**src/rtl/mem_arbiter.sv**
```systemverilog
// mem_arbiter: round-robin arbiter with optional ownership lock, serialising requesters onto one mem port
// Ports: clk, rst (async, active-low); per-requester req_i/lock_i/we_i and packed addr_i/width_i/wdata_i
//        (requester 0 in the LSBs); ack_o one-hot completion pulse, rdata_o shared read data, busy_o;
//        mem_ce_o/mem_we_o/mem_addr_o/mem_width_o/mem_data_o single-cycle access, mem_data_i read data.
module mem_arbiter #(
  parameter int N_REQ    = 4,
  parameter int ADDR_W   = 32,
  parameter int DATA_W   = 32,
  parameter int MAX_LOCK = 8
) (
  input  logic                     clk,
  input  logic                     rst,
  input  logic [N_REQ-1:0]         req_i,
  input  logic [N_REQ-1:0]         lock_i,
  input  logic [N_REQ-1:0]         we_i,
  input  logic [N_REQ*ADDR_W-1:0]  addr_i,
  input  logic [N_REQ*4-1:0]       width_i,
  input  logic [N_REQ*DATA_W-1:0]  wdata_i,
  output logic [N_REQ-1:0]         ack_o,
  output logic [DATA_W-1:0]        rdata_o,
  output logic                     busy_o,
  output logic                     mem_ce_o,
  output logic                     mem_we_o,
  output logic [ADDR_W-1:0]        mem_addr_o,
  output logic [3:0]               mem_width_o,
  output logic [DATA_W-1:0]        mem_data_o,
  input  logic [DATA_W-1:0]        mem_data_i
);
  localparam int IW = $clog2(N_REQ);
  localparam int LW = $clog2(MAX_LOCK) + 1;
  typedef enum logic [1:0] {IDLE, ISSUE, RESP} state_t;
  state_t state;
  logic [IW-1:0] win, last, owner, pick;
  logic owner_valid, hold, found;
  logic [LW-1:0] lock_cnt;
  // a live lock restricts the candidate set to the owner alone
  assign hold = owner_valid && lock_i[owner];
  // descending scan so the nearest index after last is assigned last and wins
  always_comb begin
    found = 1'b0;
    pick = owner;
    if (hold) found = req_i[owner];
    else
      for (int k = N_REQ; k >= 1; k--)
        if (req_i[IW'((int'(last) + k) % N_REQ)]) begin
          found = 1'b1;
          pick = IW'((int'(last) + k) % N_REQ);
        end
  end
  always_ff @(posedge clk or negedge rst) begin
    if (!rst) begin
      state <= IDLE;
      win <= '0;
      last <= IW'(N_REQ - 1);
      owner <= '0;
      owner_valid <= 1'b0;
      lock_cnt <= '0;
      ack_o <= '0;
      rdata_o <= '0;
      busy_o <= 1'b0;
      mem_ce_o <= 1'b0;
      mem_we_o <= 1'b0;
      mem_addr_o <= '0;
      mem_width_o <= '0;
      mem_data_o <= '0;
    end else begin
      case (state)
        IDLE: begin
          if (owner_valid && !lock_i[owner]) begin
            owner_valid <= 1'b0;
            lock_cnt <= '0;
          end
          if (found) begin
            state <= ISSUE;
            win <= pick;
            busy_o <= 1'b1;
            mem_ce_o <= 1'b1;
            mem_we_o <= we_i[pick];
            mem_addr_o <= addr_i[int'(pick)*ADDR_W +: ADDR_W];
            mem_width_o <= width_i[int'(pick)*4 +: 4];
            mem_data_o <= wdata_i[int'(pick)*DATA_W +: DATA_W];
          end
        end
        ISSUE: begin
          state <= RESP;
          mem_ce_o <= 1'b0;
          mem_we_o <= 1'b0;
          if (!mem_we_o) rdata_o <= mem_data_i;
          ack_o <= N_REQ'(1) << win;
        end
        RESP: begin
          state <= IDLE;
          busy_o <= 1'b0;
          ack_o <= '0;
          last <= win;
          if (lock_i[win] && lock_cnt < LW'(MAX_LOCK - 1)) begin
            owner_valid <= 1'b1;
            owner <= win;
            lock_cnt <= lock_cnt + 1'b1;
          end else begin
            owner_valid <= 1'b0;
            lock_cnt <= '0;
          end
        end
        default: state <= IDLE;
      endcase
    end
  end
endmodule

```
**config.mk**
```make
export PLATFORM = sky130hd
export DESIGN_NAME = mem_arbiter
export DESIGN_NICKNAME = d
export VERILOG_FILES = /design/src/rtl/mem_arbiter.sv
export SDC_FILE = /design/constraint.sdc
export NUM_CORES = 1
export LEC_CHECK = 0
export ABC_CLOCK_PERIOD_IN_PS = 2410
export CAP_MARGIN = 0
export CORE_AREA = 2 2 167 169
export CTS_CLUSTER_DIAMETER = 40
export DETAILED_ROUTE_END_ITERATION = 10
export DIE_AREA = 0 0 169 171
export PLACE_DENSITY = 0.67
export SYNTH_ARGS = -nofsm -noshare
export SYNTH_HDL_FRONTEND = slang
export SYNTH_SLANG_ARGS = --single-unit
```
**constraint.sdc**
```tcl
create_clock -name clk -period 2.41 [get_ports clk]
set_input_delay 0.482 -clock clk [delete_from_list [all_inputs] [get_ports clk]]
set_output_delay 0.482 -clock clk [all_outputs]
set_load 0.01 [all_outputs]
```
### Yosys cells after proc, flatten, opt, wreduce, memory -nomap -nowiden

Cells that the tools add are included.

* register bits after elaboration: 120
* input port bits: 318
* output and inout bits: 107
* logic and storage cells: 94

* add/sub/neg operators: 5
* order comparisons: 8
* equality and inequality tests: 4
* shift-type cells: 4
* muxes and demuxes: 44
* bitwise operators: 1
* reduce and logical (&&, ||, !) cells: 14

Operators with widths (number)
* 128-bit by 8-bit indexed part select with 32-bit output: 2
* 1-bit 2-to-1 mux: 21
* 1-bit binary-select mux with 2-bit select: 8
* 2-bit by 4-bit less-than comparator with 1-bit output, second input constant: 4
* 4-bit case mux with 2 select lines: 2
* 16-bit by 5-bit indexed part select with 4-bit output: 1
* 2-bit 2-to-1 mux: 6
* 2-bit AND reduction: 6
* 2-bit by 3-bit less-than comparator with 1-bit output, second input constant: 3
* 4-bit 2-to-1 mux: 2
* 1-bit case mux with 2 select lines: 4
* 2-bit nonzero test: 3
* 2-bit by 1-bit adder with 2-bit output, second input constant: 2
* 2-bit adder, second input constant: 2
* 4-bit by 1-bit adder with 4-bit output, second input constant: 1
* 4-bit by 3-bit less-than comparator with 1-bit output, second input constant: 1
* 2-bit inequality test, second input constant: 2
* 2-bit case mux with 2 select lines: 1
* 1-bit by 2-bit << shifter with 4-bit output, first input constant: 1
* 1-bit logical AND: 3
* 2-bit by 1-bit equality test with 1-bit output, second input constant: 1
* 2-bit equality test, second input constant: 1
* 2-bit zero test: 1
* 1-bit zero test: 1
* 1-bit inverter: 1

### Longest topological paths before layout

* word-level depth: 13
* mapped depth: 11

### Worst setup path before layout

No wires, ideal clock.

* path kind: in2reg
* start: input port req_i[0]
* end: register mem_data_o[0]
* library setup time: 133 ps
* arrival: 2232 ps
* required time: 2277 ps
* setup slack: 45 ps
* stages on the path: 9
* buffers on the path: 4
* cell sequence: clkbuf_1 > mux4_1 > mux2i_1 > nand2b_4 > buf_6 > or2_1 > buf_2 > buf_2 > o221ai_2

* word-level cells in the longest chain between the ends: 9

RTL lines
* start, declared: line 13 `input logic [N_REQ-1:0] req_i,`
* 1-bit binary-select mux with 2-bit select: line 45 `if (req_i[IW'((int'(last) + k) % N_REQ)]) begin`
* 1-bit 2-to-1 mux (implied by the code) (2 in a row): line 45
* 2-bit 2-to-1 mux / 1-bit 2-to-1 mux (equally long branches) (4 in a row): line 45
* 2-bit 2-to-1 mux / 1-bit 2-to-1 mux (equally long branches): line 42 `if (hold) found = req_i[owner];`
* 128-bit by 8-bit indexed part select with 32-bit output / 2-bit AND reduction (equally long branches)
* end signal, assigned: line 81 `mem_data_o <= wdata_i[int'(pick)*DATA_W +: DATA_W];`
* end, declared: line 26 `output logic [DATA_W-1:0] mem_data_o,`

Several ways; a longest one is shown, not always the timed one. The select of a mux whose other input is x is not followed.
A chain may end at the register's enable or synchronous reset.

### Worst setup path in the final report

* start: input port req_i[3]
* end: register mem_width_o[2]

* word-level cells in the longest chain between the ends: 9

RTL lines
* 1-bit binary-select mux with 2-bit select: line 45
* 1-bit 2-to-1 mux (implied by the code) (2 in a row): line 45
* 2-bit 2-to-1 mux / 1-bit 2-to-1 mux (equally long branches) (4 in a row): line 45
* 2-bit 2-to-1 mux / 1-bit 2-to-1 mux (equally long branches): line 42
* 16-bit by 5-bit indexed part select with 4-bit output / 2-bit AND reduction (equally long branches)
* end signal, assigned: line 80 `mem_width_o <= width_i[int'(pick)*4 +: 4];`
* end, declared: line 25 `output logic [3:0] mem_width_o,`

Several ways; a longest one is shown, not always the timed one. The select of a mux whose other input is x is not followed.

==> out/results.tsv <==
stage	metric	value	unit
outcome	outcome	complete, no violations	
global_routing	grt_pass1_wl	37700	um
final_layout	area_delta_synth_final	83.0	%
floorplan	core	27300	um^2
power_and_ir_drop	switchingPower	6280	uW
synth	synth_top_area_frac	0.437	
drt	routedWlPerCell	18.6	um
final_layout	antennaDiodeCount	0	
clocking	cts_buffers	17	
power_and_ir_drop	seq_power_share	0.227	
final_layout	drive_above_1_share	0.162	
synth	syn-num-nets	899	
power_and_ir_drop	p_per_area	1320	nW/um^2
critical_path	critPathKind	in -> reg	
timing	finalSetupViolations	0	
floorplan	die_y	171	um
floorplan	io_pins	425	
synth	syn_area_per_cell	11.7	um^2
critical_path	cp.required	2.68	ns
timing	fmax	418	MHz
timing	finalHoldViolCount	0	
critical_path	r2r-end	mem_width_o[2]$_DFFE_PN0P_	
power_and_ir_drop	peakVddDrop	511	uV
timing	timing.final.crit_share	0.992	
drt	vias	6453	
drt	dr.pass1.iters	4	
placement	hpwl	19500	um
drt	drc	0	
power_and_ir_drop	pwr-share-comb	0.607	
power_and_ir_drop	fin_total_pwr	16300	uW
synth	synth_edf_count	0	
clocking	cts-root-buf	clkbuf_16	
global_routing	grt_pass1_vias	6641	
power_and_ir_drop	power_leakage	0.00527	uW
critical_path	cp-start-kind	primary input	
critical_path	reg2reg_slack	0.08	ns
timing	period_needed	2.39	ns
clocking	cts_buffer_depth	2	
placement	place.gp.congestion	0.807	
critical_path	critPathSlowestCell	clkdlybuf4s50_1	
synth	synth.largest_area_cell	dfrtp_1	
clocking	cts_tree	yes	
global_routing	grt_max_degree	121	
synth	synth_area_leaders	dfrtp_1 44%, mux2i_1 21%, o221ai_2 6.4%	
drt	viasPerCell	4.68	
clocking	clkTransAtPathRegs	0.06	ns
timing	whs	0.175	ns
global_routing	gr-total-overflow	0	
floorplan	initial_core_util	0.247	
clocking	cts.sinks	120	
timing	clock_skew	0.0119	ns
global_routing	antenna_found_initial	0	
run	drv_cap	0	
floorplan	dieArea	28900	um^2
hold_path	hold_path_class	in -> async	
synth	syn-cell-area	6760	um^2
timing	rsz0062_at_grt	yes	
synth	synthCells	577	
final_layout	finalNetCount	1342	
drt	drt_iter0_drc	264	
timing	slew_viol_final	0	
drt	drtAntennaViolNets	0	
global_routing	grt_usage	0.169	
synth	synth_ff_type	dfrtp_1	
synth	ys_async_sr_fraction	1.00	
critical_path	path_cells	clkdlybuf4s50_1, nand2b_1, a21oi_1, o22ai_1, o31ai_4, buf_6, buf_12, mux2i_4, o221ai_1	
timing	worst_pin_slew	0.693	ns
critical_path	r2r_start	last[1]$_DFFE_PN1P_	
critical_path	arrival	2.66	ns
clocking	clk_latency	0.41	ns
synth	ys_warn_count	0	
synth	synth.distinct_cells	44	
power_and_ir_drop	p_int	10000	uW
synth	ys_seq_area_frac	0.444	
synth	synth.most_common_cell	mux2i_1	
floorplan	rows	61	
power_and_ir_drop	clkPwrFrac	0.165	
synth	ys_ff_latch	120	
timing	slew_headroom	0.538	
critical_path	crit_path_end_kind	flop	
placement	port_buffers	424	
clocking	hold_buffers	0	
synth	synthTopCellsByCount	140 x mux2i_1, 118 x dfrtp_1, 85 x nand2_1	
critical_path	ff2ff_path_depth	10	
floorplan	die_w	169	um
drt	drt_wl_total	25600	um
clocking	htreeDepth	4	
critical_path	critPathMaxStageDelay	0.55	ns
power_and_ir_drop	swShare	0.386	
critical_path	cp_max_fo	21	
timing	finalSetupTns	0	ns
[registers in the layout, summed over array words and instances (netlist names), 4 cells and up]
name	count
mem_addr_o	32
mem_data_o	32
rdata_o	32
ack_o	4
lock_cnt	4
mem_width_o	4
[final cells by class]
| cell class | count | area, um^2 |
|---|---|---|
| clock buffers | 17 | 425 |
| clock inverters | 15 | 180 |
| fillers | 2584 | 15000 |
| inverters | 9 | 33.8 |
| multi-input cells | 401 | 3530 |
| flip-flops and latches | 120 | 3010 |
| well taps | 346 | 433 |
| repair buffers | 471 | 4760 |
[power by group through the flow]
stage	sequential, uW	clock (uW)	combinational (uW)
global route	3830	2880	10600
finish	3700	2690	9890
global placement	3700	0	9720
CTS	3720	2790	9880
floorplan	4010	0	5190
detailed placement	3730	0	9840
[how the worst max path moves through the flow]
stage	from	to	slack, ns	depth (start not counted)
final	req_i[3]	mem_width_o[2]$_DFFE_PN0P_	0.02	9
after global routing	last[1]$_DFFE_PN1P_	mem_width_o[2]$_DFFE_PN0P_	-0.03	10
after detailed placement	lock_i[3]	mem_width_o[2]$_DFFE_PN0P_	-0.45	8
after floorplan	req_i[0]	mem_data_o[0]$_DFFE_PN0P_	0.04	9
after global placement	req_i[3]	mem_width_o[2]$_DFFE_PN0P_	-0.40	9
after CTS	last[1]$_DFFE_PN1P_	mem_width_o[2]$_DFFE_PN0P_	0.005	8
[critical path, delay by kind of cell]
family | cells | cell delay (ns)
simple gates | 1 | 0.12
buf+inv | 3 | 0.96
mux | 1 | 0.28
compound gates | 4 | 0.78
[kinds of logic after synthesis]
group,Yosys count,synth area share
AOI/OAI and AO/OA,102,0.152
adders and majority gates,4,0.00740
buffers and inverters,56,0.0433
DFF,120,0.444
muxes,181,0.280
and+or+nand+nor,114,0.0724
[layout by cell type, fill, tap and decap left out, drive strengths merged, types with 6 or more instances in the layout]
cell type / instances
dfrtp: 118
buf: 48
nand2: 85
nand2b: 6
clkdlybuf4s50: 423
o21ai: 9
clkbuf: 17
o221ai: 68
a21oi: 6
inv: 19
nor2: 8
mux2: 39
mux2i: 140
[routing by layer]
metal / track usage / up-vias / wire length, um
met5: 0 / - / 0
met4: 0.0383 / 0 / 249
met3: 0.0518 / 17 / 1980
met2: 0.294 / 250 / 12800
met1: 0.205 / 3123 / 10500
li1: - / 3063 / -
[through the flow]
stage | utilization | area [um^2] | setup WS, ns | instances
5_1_grt | 0.453 | 12400 | -0.0302 | 1379
3_5_place_dp | 0.427 | 11700 | -0.448 | 1343
3_3_place_gp | 0.427 | 11700 | -0.397 | 1343
2_1_floorplan | - | 6760 | 0.0449 | 577
6_report | 0.453 | 12400 | 0.0193 | 1379
4_1_cts | 0.450 | 12300 | 0.00468 | 1375
[repair_timing]
item,4_1_cts,5_1_grt
endpoints found under the setup margin,13,66
gates cloned,0,0
pin swaps,0,1
setup buffers,0,4
gates resized for setup,3,11
(Power assumes the default switching activity.)
